File: src/rtl/mips_pipe_pkg.sv
// Shared MIPS pipeline definitions: control-word width, the NOP/bubble control
// pattern used by the ID/EX, IF/ID and EX/MEM flush logic, and stage FSM states.
package mips_pipe_pkg;

    localparam int unsigned CTRL_W_DEF = 9;

    // Control pattern that makes an instruction slot architecturally inert
    localparam logic [CTRL_W_DEF-1:0] BUBBLE_CTRL_DEF = 9'b001100000;

    typedef enum logic {
        ST_RUN   = 1'b0,
        ST_STALL = 1'b1
    } stage_state_e;

endpackage

File: src/rtl/bubble_stall_counter.sv
// Loadable down-counter backing the multi-cycle stall of the ID/EX stage.
// Clear beats hold, hold beats load/decrement. o_last is registered and is
// high exactly while the stored count equals 1.
module bubble_stall_counter #(
    parameter int unsigned SW = 2
) (
    input  logic          i_clock,
    input  logic          i_reset,
    input  logic          i_clear,
    input  logic          i_hold,
    input  logic          i_load,
    input  logic [SW-1:0] i_load_val,
    input  logic          i_dec,
    output logic          o_last
);

    logic [SW-1:0] cnt;
    logic [SW-1:0] cnt_nxt;

    // Next count: clear > hold > load > decrement
    always_comb begin
        cnt_nxt = cnt;
        if (i_clear) begin
            cnt_nxt = '0;
        end else if (i_hold) begin
            cnt_nxt = cnt;
        end else if (i_load) begin
            cnt_nxt = i_load_val;
        end else if (i_dec && (cnt != '0)) begin
            cnt_nxt = cnt - SW'(1);
        end
    end

    // Count register and its "one remaining" flag
    always_ff @(posedge i_clock) begin
        if (i_reset) begin
            cnt    <= '0;
            o_last <= 1'b0;
        end else begin
            cnt    <= cnt_nxt;
            o_last <= (cnt_nxt == SW'(1));
        end
    end

endmodule

File: src/rtl/id_ex_control_stage.sv
// ID/EX control-register stage with hazard bubble insertion, flush and halt.
// Optional feature macro: ID_EX_BUBBLE_STATS_EN adds a saturating count of
// hazard-injected bubbles on o_bubble_count.
module id_ex_control_stage
    import mips_pipe_pkg::*;
#(
    parameter int unsigned        CTRL_W      = CTRL_W_DEF,
    parameter logic [CTRL_W-1:0]  BUBBLE_CTRL = CTRL_W'(BUBBLE_CTRL_DEF),
    parameter int unsigned        MAX_STALL   = 3
) (
    input  logic                                 i_clock,
    input  logic                                 i_reset,
    input  logic [CTRL_W-1:0]                    i_control,
    input  logic                                 i_valid,
    input  logic                                 i_burbuja,
    input  logic                                 i_stall_req,
    input  logic [$clog2(MAX_STALL + 1)-1:0]     i_stall_cycles,
    input  logic                                 i_flush,
    input  logic                                 i_halt,
    output logic [CTRL_W-1:0]                    o_control,
    output logic                                 o_valid,
    output logic                                 o_stall_pc,
    output logic                                 o_busy
`ifdef ID_EX_BUBBLE_STATS_EN
    ,
    output logic [15:0]                          o_bubble_count
`endif
);

    localparam int unsigned    SW    = $clog2(MAX_STALL + 1);
    localparam logic [SW-1:0]  MAX_N = SW'(MAX_STALL);

    stage_state_e        state;
    stage_state_e        state_nxt;
    logic [SW-1:0]       n_sat;
    logic                stall_go;
    logic                cnt_last;
    logic                cnt_load;
    logic [CTRL_W-1:0]   control_nxt;
    logic                valid_nxt;

    // Clamp the requested stall length; a zero-length request is a no-op
    always_comb begin
        n_sat    = (i_stall_cycles > MAX_N) ? MAX_N : i_stall_cycles;
        stall_go = i_stall_req && (n_sat != '0);
        cnt_load = (state == ST_RUN) && stall_go && (n_sat > SW'(1));
    end

    bubble_stall_counter #(
        .SW (SW)
    ) u_cnt (
        .i_clock    (i_clock),
        .i_reset    (i_reset),
        .i_clear    (i_flush),
        .i_hold     (i_halt),
        .i_load     (cnt_load),
        .i_load_val (n_sat - SW'(1)),
        .i_dec      (state == ST_STALL),
        .o_last     (cnt_last)
    );

    // State register
    always_ff @(posedge i_clock) begin
        if (i_reset) begin
            state <= ST_RUN;
        end else begin
            state <= state_nxt;
        end
    end

    // Next state: flush > halt > stall sequencing
    always_comb begin
        state_nxt = state;
        if (i_flush) begin
            state_nxt = ST_RUN;
        end else if (!i_halt) begin
            case (state)
                ST_RUN:   if (cnt_load) state_nxt = ST_STALL;
                ST_STALL: if (cnt_last) state_nxt = ST_RUN;
                default:  state_nxt = ST_RUN;
            endcase
        end
    end

    // Next EX control/valid and the combinational IF/ID hold
    always_comb begin
        control_nxt = o_control;
        valid_nxt   = o_valid;
        o_stall_pc  = 1'b0;
        if (i_flush) begin
            control_nxt = BUBBLE_CTRL;
            valid_nxt   = 1'b0;
        end else if (i_halt) begin
            o_stall_pc  = 1'b1;
        end else if ((state == ST_STALL) || i_burbuja || stall_go) begin
            control_nxt = BUBBLE_CTRL;
            valid_nxt   = 1'b0;
            o_stall_pc  = 1'b1;
        end else begin
            control_nxt = i_control;
            valid_nxt   = i_valid;
        end
    end

    // Registered outputs to EX
    always_ff @(posedge i_clock) begin
        if (i_reset) begin
            o_control <= BUBBLE_CTRL;
            o_valid   <= 1'b0;
            o_busy    <= 1'b0;
        end else begin
            o_control <= control_nxt;
            o_valid   <= valid_nxt;
            o_busy    <= (state_nxt == ST_STALL);
        end
    end

`ifdef ID_EX_BUBBLE_STATS_EN
    logic hazard_bubble;

    // A bubble caused by a hazard, not by flush, halt or reset
    always_comb begin
        hazard_bubble = !i_flush && !i_halt &&
                        ((state == ST_STALL) || i_burbuja || stall_go);
    end

    // Saturating hazard-bubble counter
    always_ff @(posedge i_clock) begin
        if (i_reset) begin
            o_bubble_count <= 16'h0000;
        end else if (hazard_bubble && (o_bubble_count != 16'hFFFF)) begin
            o_bubble_count <= o_bubble_count + 16'h0001;
        end
    end
`endif

endmodule

File: config.mk
export PLATFORM = sky130hd
export DESIGN_NAME = id_ex_control_stage
export DESIGN_NICKNAME = d
export VERILOG_FILES = /design/src/rtl/mips_pipe_pkg.sv /design/src/rtl/bubble_stall_counter.sv /design/src/rtl/id_ex_control_stage.sv
export SDC_FILE = /design/constraint.sdc
export NUM_CORES = 1
export LEC_CHECK = 0
export ABC_AREA = 1
export ABC_CLOCK_PERIOD_IN_PS = 1300
export CAP_MARGIN = 5
export CORE_MARGIN = 1
export CORE_UTILIZATION = 36
export CTS_CLUSTER_DIAMETER = 40
export DETAILED_ROUTE_END_ITERATION = 10
export GPL_TIMING_DRIVEN = 0
export PLACE_DENSITY = 0.74
export SLEW_MARGIN = 0
export SYNTH_ARGS = -nofsm -noshare
export SYNTH_HDL_FRONTEND = slang
export SYNTH_SLANG_ARGS = --single-unit
File: constraint.sdc
create_clock -name i_clock -period 1.3 [get_ports i_clock]
set_clock_uncertainty 0.05 [all_clocks]
set_input_delay 0.26 -clock i_clock [delete_from_list [all_inputs] [get_ports i_clock]]
set_output_delay 0.26 -clock i_clock [all_outputs]
set_load 0.02 [all_outputs]
==> key figures <==
Timing
  • Hold Vio Cnt, Final: 0
  • Worst slew pin tran: 240 ps
  • Max Fclk: 681 MHz
  • Period minus WS final: 1470 ps
  • Max-slew violation count: 0
  • Final WS setup: -169 ps
  • Final setup fails: 1
  • RSZ-0062 raised after global routing: true
  • Slew HR: 0.840
  • Tcrit/Tclk final: 1.13

Critical path
  • Kind of critical path: register to output pin
  • CP max-delay cell: dfxtp_4
  • CP endpoint kind: output pin
  • Worst EP required: 990 ps
  • Most used cell, CP: nor2_4
  • Crit start category: register
  • Max incr delay on CP: 370 ps
  • Top fanout value on the critical path: 3
  • CP cell instances: nor2_4 > nand2_4 > nor2_4 > or2_1 > inv_2 > buf_6
  • Critical path arrival: 1160 ps
  • Worst r2r src: u_cnt.cnt[0]
  • Worst r2r path cells: 9
  • Worst R2R End: u_cnt.cnt[1]
  • Reg2Reg Setup Slack: 70 ps

Hold path
  • WHS Path Cells: 4
  • Worst hold path class: input pin to register
  • Worst Min Path Start: i_stall_cycles[0]
  • Hold EP: u_cnt.cnt[0]

CTS
  • Total CTS buffers: 3
  • Root Buffer: clkbuf_4
  • Skew-Pair Late Insertion Delay: 270 ps
  • CTS tree: done
  • TritonCTS Sinks: 14
  • Clock-pin slew on the worst setup and hold paths: 90 ps
  • # H-tree levels: 1
  • Clock Path Buffers: 2

Final layout
  • Share of cells above drive strength 1: 0.214
  • Area occupied by multi-input gates: 365 um^2
  • Antenna diodes: 0
  • Filler cells: 173
  • Net count, final: 153
  • Layout area overhead: 59.7%
  • Non-filler instance count after layout: 156
  • Seq. cell area: 285 um^2

Yosys
  • Post-synthesis xor/xnor area fraction: 0
  • Post-synth EDFFs: 0
  • Post-Synth Simple-Gate Area: 0.345
  • Flops & latches, synth: 14
  • Post-synth top area cell: dfxtp_1
  • Ys Warns: 0
  • Syn_area_per_cell: 7.03 um^2
  • Mux share of post-synthesis cell area: 0
  • Synth top area share: 0.419
  • Top FF cell, synth: dfxtp_1
  • Top-count cell post-synth: nand2_1
  • Synth cell types: 17
  • Sequential-to-total area share from yosys stat: 0.419
  • Syn Nets: 116
  • Synthesized area: 668 um^2
  • Main combinational cell family by area after synthesis: simple AND/OR/NAND/NOR gates
  • Most frequent cells after synthesis: nand2_1, dfxtp_1, a21oi_1
  • Compound-Gate Fraction of Synth Area: 0.0974
  • Async SR Flop Fraction: 0
  • Synth top area cells: dfxtp_1, nand2_1, a21oi_1
  • Area share of fa/ha/maj cells after synthesis: 0.0562
  • Cells after Synth: 95

Die
  • Initial Utilization: 0.387
  • Core ar.: 1730 um^2
  • Die height: 45.1 um
  • Top Ports: 30
  • # rows: 15
  • DIE AREA: 2030 um^2
  • Die width: 45.1 um

Global routing
  • Largest net degree at the start of global routing: 11
  • Tot GR Track Use: 0.176
  • Met2 global-route usage: 0.333
  • First-pass GRT wire length: 2650 um
  • Met1 Use GR: 0.201
  • Global Route met3 Usage: 0.0280
  • Initial antenna violation count: 0
  • GRT busiest layer: met2
  • Vias in the first global route: 675
  • Global route overflow: 0

Drt
  • DRC errors left: 0
  • WL final: 1560 um
  • Via count: 710
  • 1st-pass router iterations: 4
  • DR vias/cell: 4.55
  • Routed Antenna Nets: 0
  • Initial DRC count: 17
  • WL per Instance: 10.0 um

Power
  • Internal power: 0.000696 W
  • VDD IR max: 523 uV
  • Sw frac: 0.250
  • Static Leakage: 0.493 nW
  • Tot Pwr: 0.000928 W
  • Clock power frac: 0.332
  • Register share of total power: 0.476
  • Combinational power share: 0.193
  • Switching pwr: 0.000232 W
  • PwrDens: 869 nW/um^2

Place
  • Number of buffers added on ports: 29
  • Placed insts: 149
  • RePlAce Congestion: 0.828
  • Dpl hpwl: 1230 um

Run status
  • Status: finished with violations
  • Failing checks: negative setup slack

Flow run
  • Maximum capacitance violations: 0
[registers in the layout, summed over array words and instances (netlist names)]
name,flops
o_valid,1
o_control,9
o_busy,1
u_cnt.o_last,1
u_cnt.cnt,2
[critical path, delay by kind of cell (launching register included)]
| kind | cells | cell delay, ps |
|---|---|---|
| buffers and inverters | 2 | 160 |
| flip-flops | 1 | 370 |
| AND/OR/NAND/NOR | 4 | 370 |
[cells by family (layout without fill, tap and decap cells)]
logic type	Yosys count	count (layout)
flops	14	14
compound gates	13	13
simple gates	51	51
buf+inv	14	50
fa+ha+maj	3	3
[per-layer routing]
| metal | part of all wire | wire length [um] |
|---|---|---|
| met5 | 0 | 0 |
| met4 | 0.0058 | 9 |
| met3 | 0.035 | 55 |
| met2 | 0.52 | 819 |
| met1 | 0.43 | 676 |
[power groups by stage]
| stage | combinational [W] | sequential (W) | clock (W) |
|---|---|---|---|
| after floorplan | 0.0000752 | 0.000461 | 0 |
| after global placement | 0.000168 | 0.000453 | 0 |
| after detailed placement | 0.000173 | 0.000454 | 0 |
| after CTS | 0.000176 | 0.000442 | 0.000324 |
| after global routing | 0.000200 | 0.000443 | 0.000339 |
| final | 0.000179 | 0.000441 | 0.000308 |
[layout by cell type (no fill, tap or decap), types with 2 or more instances in the layout]
cell | Yosys | layout
clkdlybuf4s50_1 | 0 | 12
nand3_1 | 8 | 7
inv_2 | 1 | 5
o21ai_0 | 2 | 2
nor2_1 | 6 | 6
nand2_4 | 0 | 2
or2_1 | 2 | 2
dfxtp_1 | 14 | 12
buf_4 | 0 | 5
ha_1 | 3 | 2
nand4_1 | 2 | 2
buf_2 | 2 | 3
dlygate4sd2_1 | 0 | 12
nor2_4 | 1 | 2
clkbuf_4 | 0 | 3
a21oi_1 | 11 | 11
inv_1 | 10 | 6
nand2_1 | 27 | 27
[per-stage QoR]
step	hold WS (ps)	TNS [ps]	setup slack, ps	util	cell area (um^2)
after floorplan	288	0	1.00	-	683
after detailed placement	401	-6280	-1140	0.582	1000
final	298	-169	-169	0.618	1070
after global placement	394	-5650	-1130	0.582	1000
after global routing	330	-251	-251	0.618	1070
after CTS	318	-267	-237	0.609	1050
[area by class of cell]
type / instances / share of cell area
buffer: 2 / 0.00938
clock buffer: 4 / 0.0340
inverter: 12 / 0.0469
multi-input combinational: 67 / 0.342
sequential: 14 / 0.267
tap: 25 / 0.0293
timing repair buffer: 32 / 0.271
[how the worst max path moves through the flow]
stage          slack, ps         end               from
6_report            -170  o_stall_pc             o_busy
5_1_grt             -250  o_stall_pc             o_busy
4_1_cts             -240  o_stall_pc             o_busy
3_5_place_dp       -1140  o_stall_pc  i_stall_cycles[0]
3_3_place_gp       -1130  o_stall_pc  i_stall_cycles[0]
2_1_floorplan          1  o_stall_pc  i_stall_cycles[1]
[what timing repair did]
| action | 4_1_cts | 5_1_grt |
|---|---|---|
| pin swaps | 5 | 1 |
| setup endpoints to repair | 25 | 6 |
| hold buffers | 0 | 0 |
| buffers inserted | 2 | 1 |
| gates resized for setup | 34 | 8 |
Power figures use the tool's default switching activity.
